### config.mk
export PLATFORM = sky130hd
export DESIGN_NAME = sram_b_burst_reader
export DESIGN_NICKNAME = d
export VERILOG_FILES = /design/src/rtl/sram_b_pkg.sv /design/src/rtl/sram_b_skid_fifo.sv /design/src/rtl/sram_b_burst_reader.sv
export SDC_FILE = /design/constraint.sdc
export NUM_CORES = 1
export LEC_CHECK = 0
export BUFFER_PORTS_ARGS = -buffer_cell sky130_fd_sc_hd__buf_2
export CAP_MARGIN = 20
export CORE_MARGIN = 4
export CORE_UTILIZATION = 40
export DETAILED_ROUTE_END_ITERATION = 12
export MAX_ROUTING_LAYER = met4
export SLEW_MARGIN = 20
export SYNTH_ARGS = -nofsm -noshare
export SYNTH_HDL_FRONTEND = slang
export SYNTH_HIERARCHICAL = 1
export SYNTH_SLANG_ARGS = --single-unit
### constraint.sdc
create_clock -name CLK -period 5.77 [get_ports CLK]
set_clock_uncertainty 0.05 [all_clocks]
set_input_delay 1.154 -clock CLK [delete_from_list [all_inputs] [get_ports CLK]]
set_output_delay 1.154 -clock CLK [all_outputs]
set_load 0.01 [all_outputs]
### src/rtl/sram_b_pkg.sv
// Shared definitions for the SRAM bank-B read/write clients: default widths,
// FSM state encodings and the read-credit occupancy helper.
package sram_b_pkg;

  localparam int ABITS_DEF = 12;
  localparam int DBITS_DEF = 8;

  typedef logic [1:0] state_t;

  localparam state_t ST_IDLE  = 2'd0;
  localparam state_t ST_RUN   = 2'd1;
  localparam state_t ST_DRAIN = 2'd2;

  // Words that will occupy the output buffer after this edge if nothing new issues.
  function automatic logic [2:0] occupancy(input logic inflight,
                                           input logic [1:0] count,
                                           input logic pop);
    return {2'b00, inflight} + {1'b0, count} - {2'b00, pop};
  endfunction

endpackage

### src/rtl/sram_b_skid_fifo.sv
// Two-entry FIFO holding {last, data} words captured from the SRAM read port.
// Overflow is prevented upstream by read credits; pop must only be asserted when count != 0.
module sram_b_skid_fifo #(
  parameter int W = 9
) (
  input  logic         CLK,
  input  logic         rst,
  input  logic         push,
  input  logic [W-1:0] push_data,
  input  logic         pop,
  output logic [1:0]   count,
  output logic [W-1:0] head
);

  logic [W-1:0] mem [2];
  logic         wr_ptr;
  logic         rd_ptr;

  always_ff @(posedge CLK or negedge rst) begin
    if (!rst) begin
      mem[0] <= '0;
      mem[1] <= '0;
      wr_ptr <= 1'b0;
      rd_ptr <= 1'b0;
      count  <= 2'd0;
    end else begin
      if (push) begin
        mem[wr_ptr] <= push_data;
        wr_ptr      <= ~wr_ptr;
      end
      if (pop) begin
        rd_ptr <= ~rd_ptr;
      end
      count <= count + {1'b0, push} - {1'b0, pop};
    end
  end

  assign head = mem[rd_ptr];

endmodule

### src/rtl/sram_b_burst_reader.sv
// Burst read client for a 1w:1r SRAM bank: issues sequential reads and turns the
// one-cycle read latency into a lossless valid/ready beat stream.
//
// state    | meaning
// ---------+------------------------------------------------------------
// ST_IDLE  | waiting for a burst command; cmd_ready high
// ST_RUN   | issuing reads whenever a buffer credit is available
// ST_DRAIN | all reads issued; waiting for the last word to be consumed
module sram_b_burst_reader
  import sram_b_pkg::*;
#(
  parameter int ABITS = ABITS_DEF,
  parameter int DBITS = DBITS_DEF
) (
  input  logic             CLK,
  input  logic             rst,
  input  logic             cmd_valid,
  output logic             cmd_ready,
  input  logic [ABITS-1:0] cmd_addr,
  input  logic [ABITS-1:0] cmd_len,
  output logic             CE1,
  output logic [ABITS-1:0] A1,
  input  logic [DBITS-1:0] Q1,
  output logic             out_valid,
  input  logic             out_ready,
  output logic [DBITS-1:0] out_data,
  output logic             out_last,
  output logic             busy
);

  state_t           state;
  logic [ABITS-1:0] addr;
  logic [ABITS-1:0] rem;
  logic             inflight;
  logic             inflight_last;

  logic [1:0]       count;
  logic [DBITS:0]   head;
  logic             pop;
  logic             issue;
  logic             last_issue;
  logic             drain_done;

  assign out_valid = (count != 2'd0);
  assign pop       = out_valid & out_ready;

  // A read may issue only if its word is guaranteed a FIFO slot when it lands.
  assign issue      = (state == ST_RUN) && (occupancy(inflight, count, pop) < 3'd2);
  assign last_issue = issue && (rem == '0);

  assign CE1 = issue;
  assign A1  = issue ? addr : '0;

  // Leave DRAIN on the cycle the final word is consumed so IDLE follows directly.
  assign drain_done = !inflight && ((count == 2'd0) || ((count == 2'd1) && pop));

  assign cmd_ready = (state == ST_IDLE);
  assign busy      = (state == ST_RUN) || (state == ST_DRAIN);

  assign out_last = head[DBITS];
  assign out_data = head[DBITS-1:0];

  always_ff @(posedge CLK or negedge rst) begin
    if (!rst) begin
      state         <= ST_IDLE;
      addr          <= '0;
      rem           <= '0;
      inflight      <= 1'b0;
      inflight_last <= 1'b0;
    end else begin
      inflight      <= issue;
      inflight_last <= last_issue;
      case (state)
        ST_IDLE: begin
          if (cmd_valid) begin
            state <= ST_RUN;
            addr  <= cmd_addr;
            rem   <= cmd_len;
          end
        end
        ST_RUN: begin
          if (issue) begin
            addr <= addr + 1'b1;
            rem  <= rem - 1'b1;
            if (rem == '0) begin
              state <= ST_DRAIN;
            end
          end
        end
        ST_DRAIN: begin
          if (drain_done) begin
            state <= ST_IDLE;
          end
        end
        default: state <= ST_IDLE;
      endcase
    end
  end

  sram_b_skid_fifo #(
    .W(DBITS + 1)
  ) u_fifo (
    .CLK      (CLK),
    .rst      (rst),
    .push     (inflight),
    .push_data({inflight_last, Q1}),
    .pop      (pop),
    .count    (count),
    .head     (head)
  );

endmodule

==> flow_metrics.py <==
metrics = {
    "floorplan": {
        "start_util_pct": 41.68,
        "num_rows": 30,
        "core_um2": 6869,
        "die_y_um": 92.60,
        "io_pins": 61,
        "die_area_um2": 8575,
        "die_w_um": 92.60,
    },
    "logic_synthesis": {
        "synth_nets": 320,
        "synth-seq-area-share_pct": 43.71,
        "synth_seq_cells": 50,
        "synth_flop_cell": "dfrtp_1",
        "synthesis.instances": 274,
        "synth_edf_count": 0,
        "synth_cell_types": 52,
        "avgSynthCellArea_um2": 10.45,
        "syn_area_um2": 2863,
        "synthArstFlopShare_pct": 100.0,
        "yosys_warnings": 6,
    },
    "cts": {
        "cts_resized": 0,
        "clk_latency_ns": 0.31,
        "holdBufCountCts": 0,
        "numClockSinks": 50,
        "htree_num_levels": 2,
        "cts_setup_buffers": 0,
        "root_buffer": "clkbuf_8",
        "cts_tree": "done",
        "clkTransAtPathRegs_ns": 0.11,
        "cts_max_path_buffers": 2,
        "cts_made_buffers": 5,
    },
    "sta": {
        "final-hold-violation-count": 0,
        "timing.final.crit_share_pct": 80.94,
        "setup_viol_count_final": 0,
        "fin_crit_ns": 4.670,
        "max_freq_mhz": 214.1,
        "slew_headroom_pct": 36.63,
        "rsz0062_at_grt": "no",
        "tns_ns": 0,
        "finalMaxSlewViolations": 0,
        "worstMarginPinSlew_ns": 0.9505,
    },
    "detailed_routing": {
        "drtIter0Drc": 117,
        "dr_total_vias": 2288,
        "wl_per_cell_um": 14.95,
        "avgViaCountPerCell": 5.358,
        "first_pass_iters": 4,
        "ant_nets": 0,
        "routed_wl_mm": 6.385,
        "drc": 0,
    },
    "grt": {
        "grtUsageTotal_pct": 16.18,
        "grt_pass1_vias": 2259,
        "grt_pass1_wl_mm": 10.98,
        "grt_max_degree": 51,
        "antenna_found_initial": 0,
        "grt_overflow": 0,
    },
    "power_and_ir_drop": {
        "powerDensity_nw_per_um2": 551.4,
        "finalPower_mw": 1.834,
        "power.leakage_nw": 1.501,
        "irDropWorstVdd_uv": 184.2,
    },
    "setup_path": {
        "endpoint_kind": "output port",
        "required_ns": 4.57,
        "cp_max_fo": 15,
        "critPathKind": "primary input to output port",
        "crit_arrival_ns": 3.47,
        "start_kind": "primary input",
    },
    "run": {
        "drv_cap": 0,
    },
    "final_layout": {
        "nFillCells": 676,
        "num-nets-final": 376,
        "diodes": 0,
        "drive_above_1_share_pct": 32.33,
        "syn2layout_area_growth_pct": 16.21,
    },
    "place": {
        "dp_hpwl_mm": 4.395,
        "io_buffers": 60,
        "finalWeightedCongestion": 0.7750,
    },
    "run_status": {
        "outcome": "completed",
    },
    "min_path": {
        "hp-class": "flip-flop to flip-flop",
    },
}
registers in the layout (all words and copies together) (netlist names):
name	cells
addr	12
inflight	1
u_fifo/wr_ptr	1
u_fifo/rd_ptr	1
state	2
inflight_last	1
u_fifo/mem	18
rem	12
u_fifo/count	2
stage by stage:
step	utilization (%)	hold slack, ns	worst slack [ns]	instances	area [µm²]
final	48.43	0.4616	1.100	427	3327
after CTS	48.43	0.4664	1.084	427	3327
after detailed placement	47.09	0.4410	1.086	419	3234
after floorplan	-	0.4183	1.379	274	2863
after global placement	47.09	0.4311	1.168	419	3234
after global routing	48.43	0.4767	0.8946	427	3327
per-layer routing:
metal  share of wire, %  GRT usage, %
met5                  0             -
met4               0.96         4.703
met3                6.9         3.818
met2                 47         24.95
met1                 45         21.33
synthesized netlist by cell type, types with 3 or more instances:
cell type	instances	area, µm²
and4_1	4	35.03
nand2_1	20	75.07
and2_1	16	100.1
mux2i_1	4	40.04
dfrtp_1	50	1251
xnor2_1	3	26.28
a2bb2oi_1	3	26.28
a32oi_1	3	26.28
inv_1	9	33.78
clkbuf_1	6	22.52
a21oi_1	11	55.05
and3_1	5	31.28
nand4b_1	3	26.28
o22ai_1	4	25.02
nand3_1	13	65.06
nand4_1	3	18.77
nand2b_1	4	25.02
or4_1	4	30.03
nor2_1	8	30.03
buf_2	6	30.03
o32ai_1	6	52.55
mux2_2	28	315.3
nor3_1	11	55.05
ha_1	9	112.6
o21ai_0	8	40.04
layout by cell type (no fill, tap or decap), types with 2 or more instances in the layout:
master and n:
ha_1 9, and2_1 16, a32oi_1 3, nand2b_1 4, nand4b_1 3, a22oi_1 2, a21oi_1 11, xnor2_1 3
or4_4 2, nor3_1 11, and4_1 4, inv_1 9, o32ai_1 6, mux2i_1 4, and3_1 5, clkinvlp_4 2
nor2_1 8, buf_2 60, nor3b_1 2, buf_4 2, dfrtp_1 50, o211ai_1 2, nand3_1 13, xor2_1 2
mux2_2 28, o21ai_0 8, o22ai_1 4, a2bb2oi_1 3, or3_1 2, nand4_1 3, nand2_1 20, or4_1 4
clkbuf_8 5
critical path: stages:
cell	delay, ns
buf_2	0.11
and2_1	0.17
ha_1	0.27
nand2b_1	0.15
fa_1	0.38
xnor2_1	0.40
and3_1	0.52
and2_1	0.20
buf_2	0.13
power by group:
| part | leakage [nW] | internal, mW | switching (mW) |
|---|---|---|---|
| clock | 0.0408 | 0.0870 | 0.128 |
| combinational | 0.865 | 0.444 | 0.512 |
| sequential | 0.596 | 0.508 | 0.156 |
kinds of logic after synthesis:
group / synth area share [%]
AO/OA/AOI/OAI: 13.07
XOR/XNOR: 1.530
adder cells (fa/ha/maj): 4.633
buffers and inverters: 3.409
flip-flops: 43.71
multiplexers: 12.41
AND/OR/NAND/NOR: 21.24
area by class of cell:
class / count / area (µm²) / area share [%]
sequential: 50 / 1251 / 37.61
inverter: 9 / 33.78 / 1.015
clock buffer: 5 / 68.82 / 2.068
multi-input combinational: 202 / 1514 / 45.51
clock inverter: 3 / 23.77 / 0.7146
tap: 96 / 120.1 / 3.610
timing repair buffer: 62 / 315.3 / 9.477
path summary, 6_finish.rpt:
kind                                            from                   endpoint  slack, ns  depth (start not counted)
max in group asynchronous                        rst       state[1]$_DFFE_PN0P_       4.33                          2
max reg2reg                u_fifo/count[1]$_DFF_PN0_         rem[7]$_DFFE_PN0P_       2.17                          9
min                             addr[11]$_DFFE_PN0P_       addr[11]$_DFFE_PN0P_       0.46                          1
min in group asynchronous                        rst  u_fifo/mem[5]$_DFFE_PN0P_       0.90                          2
min reg2reg                     addr[11]$_DFFE_PN0P_       addr[11]$_DFFE_PN0P_       0.46                          1
max                                        out_ready                      A1[6]       1.10                          9
No activity file was read; power rests on OpenSTA's default activity.
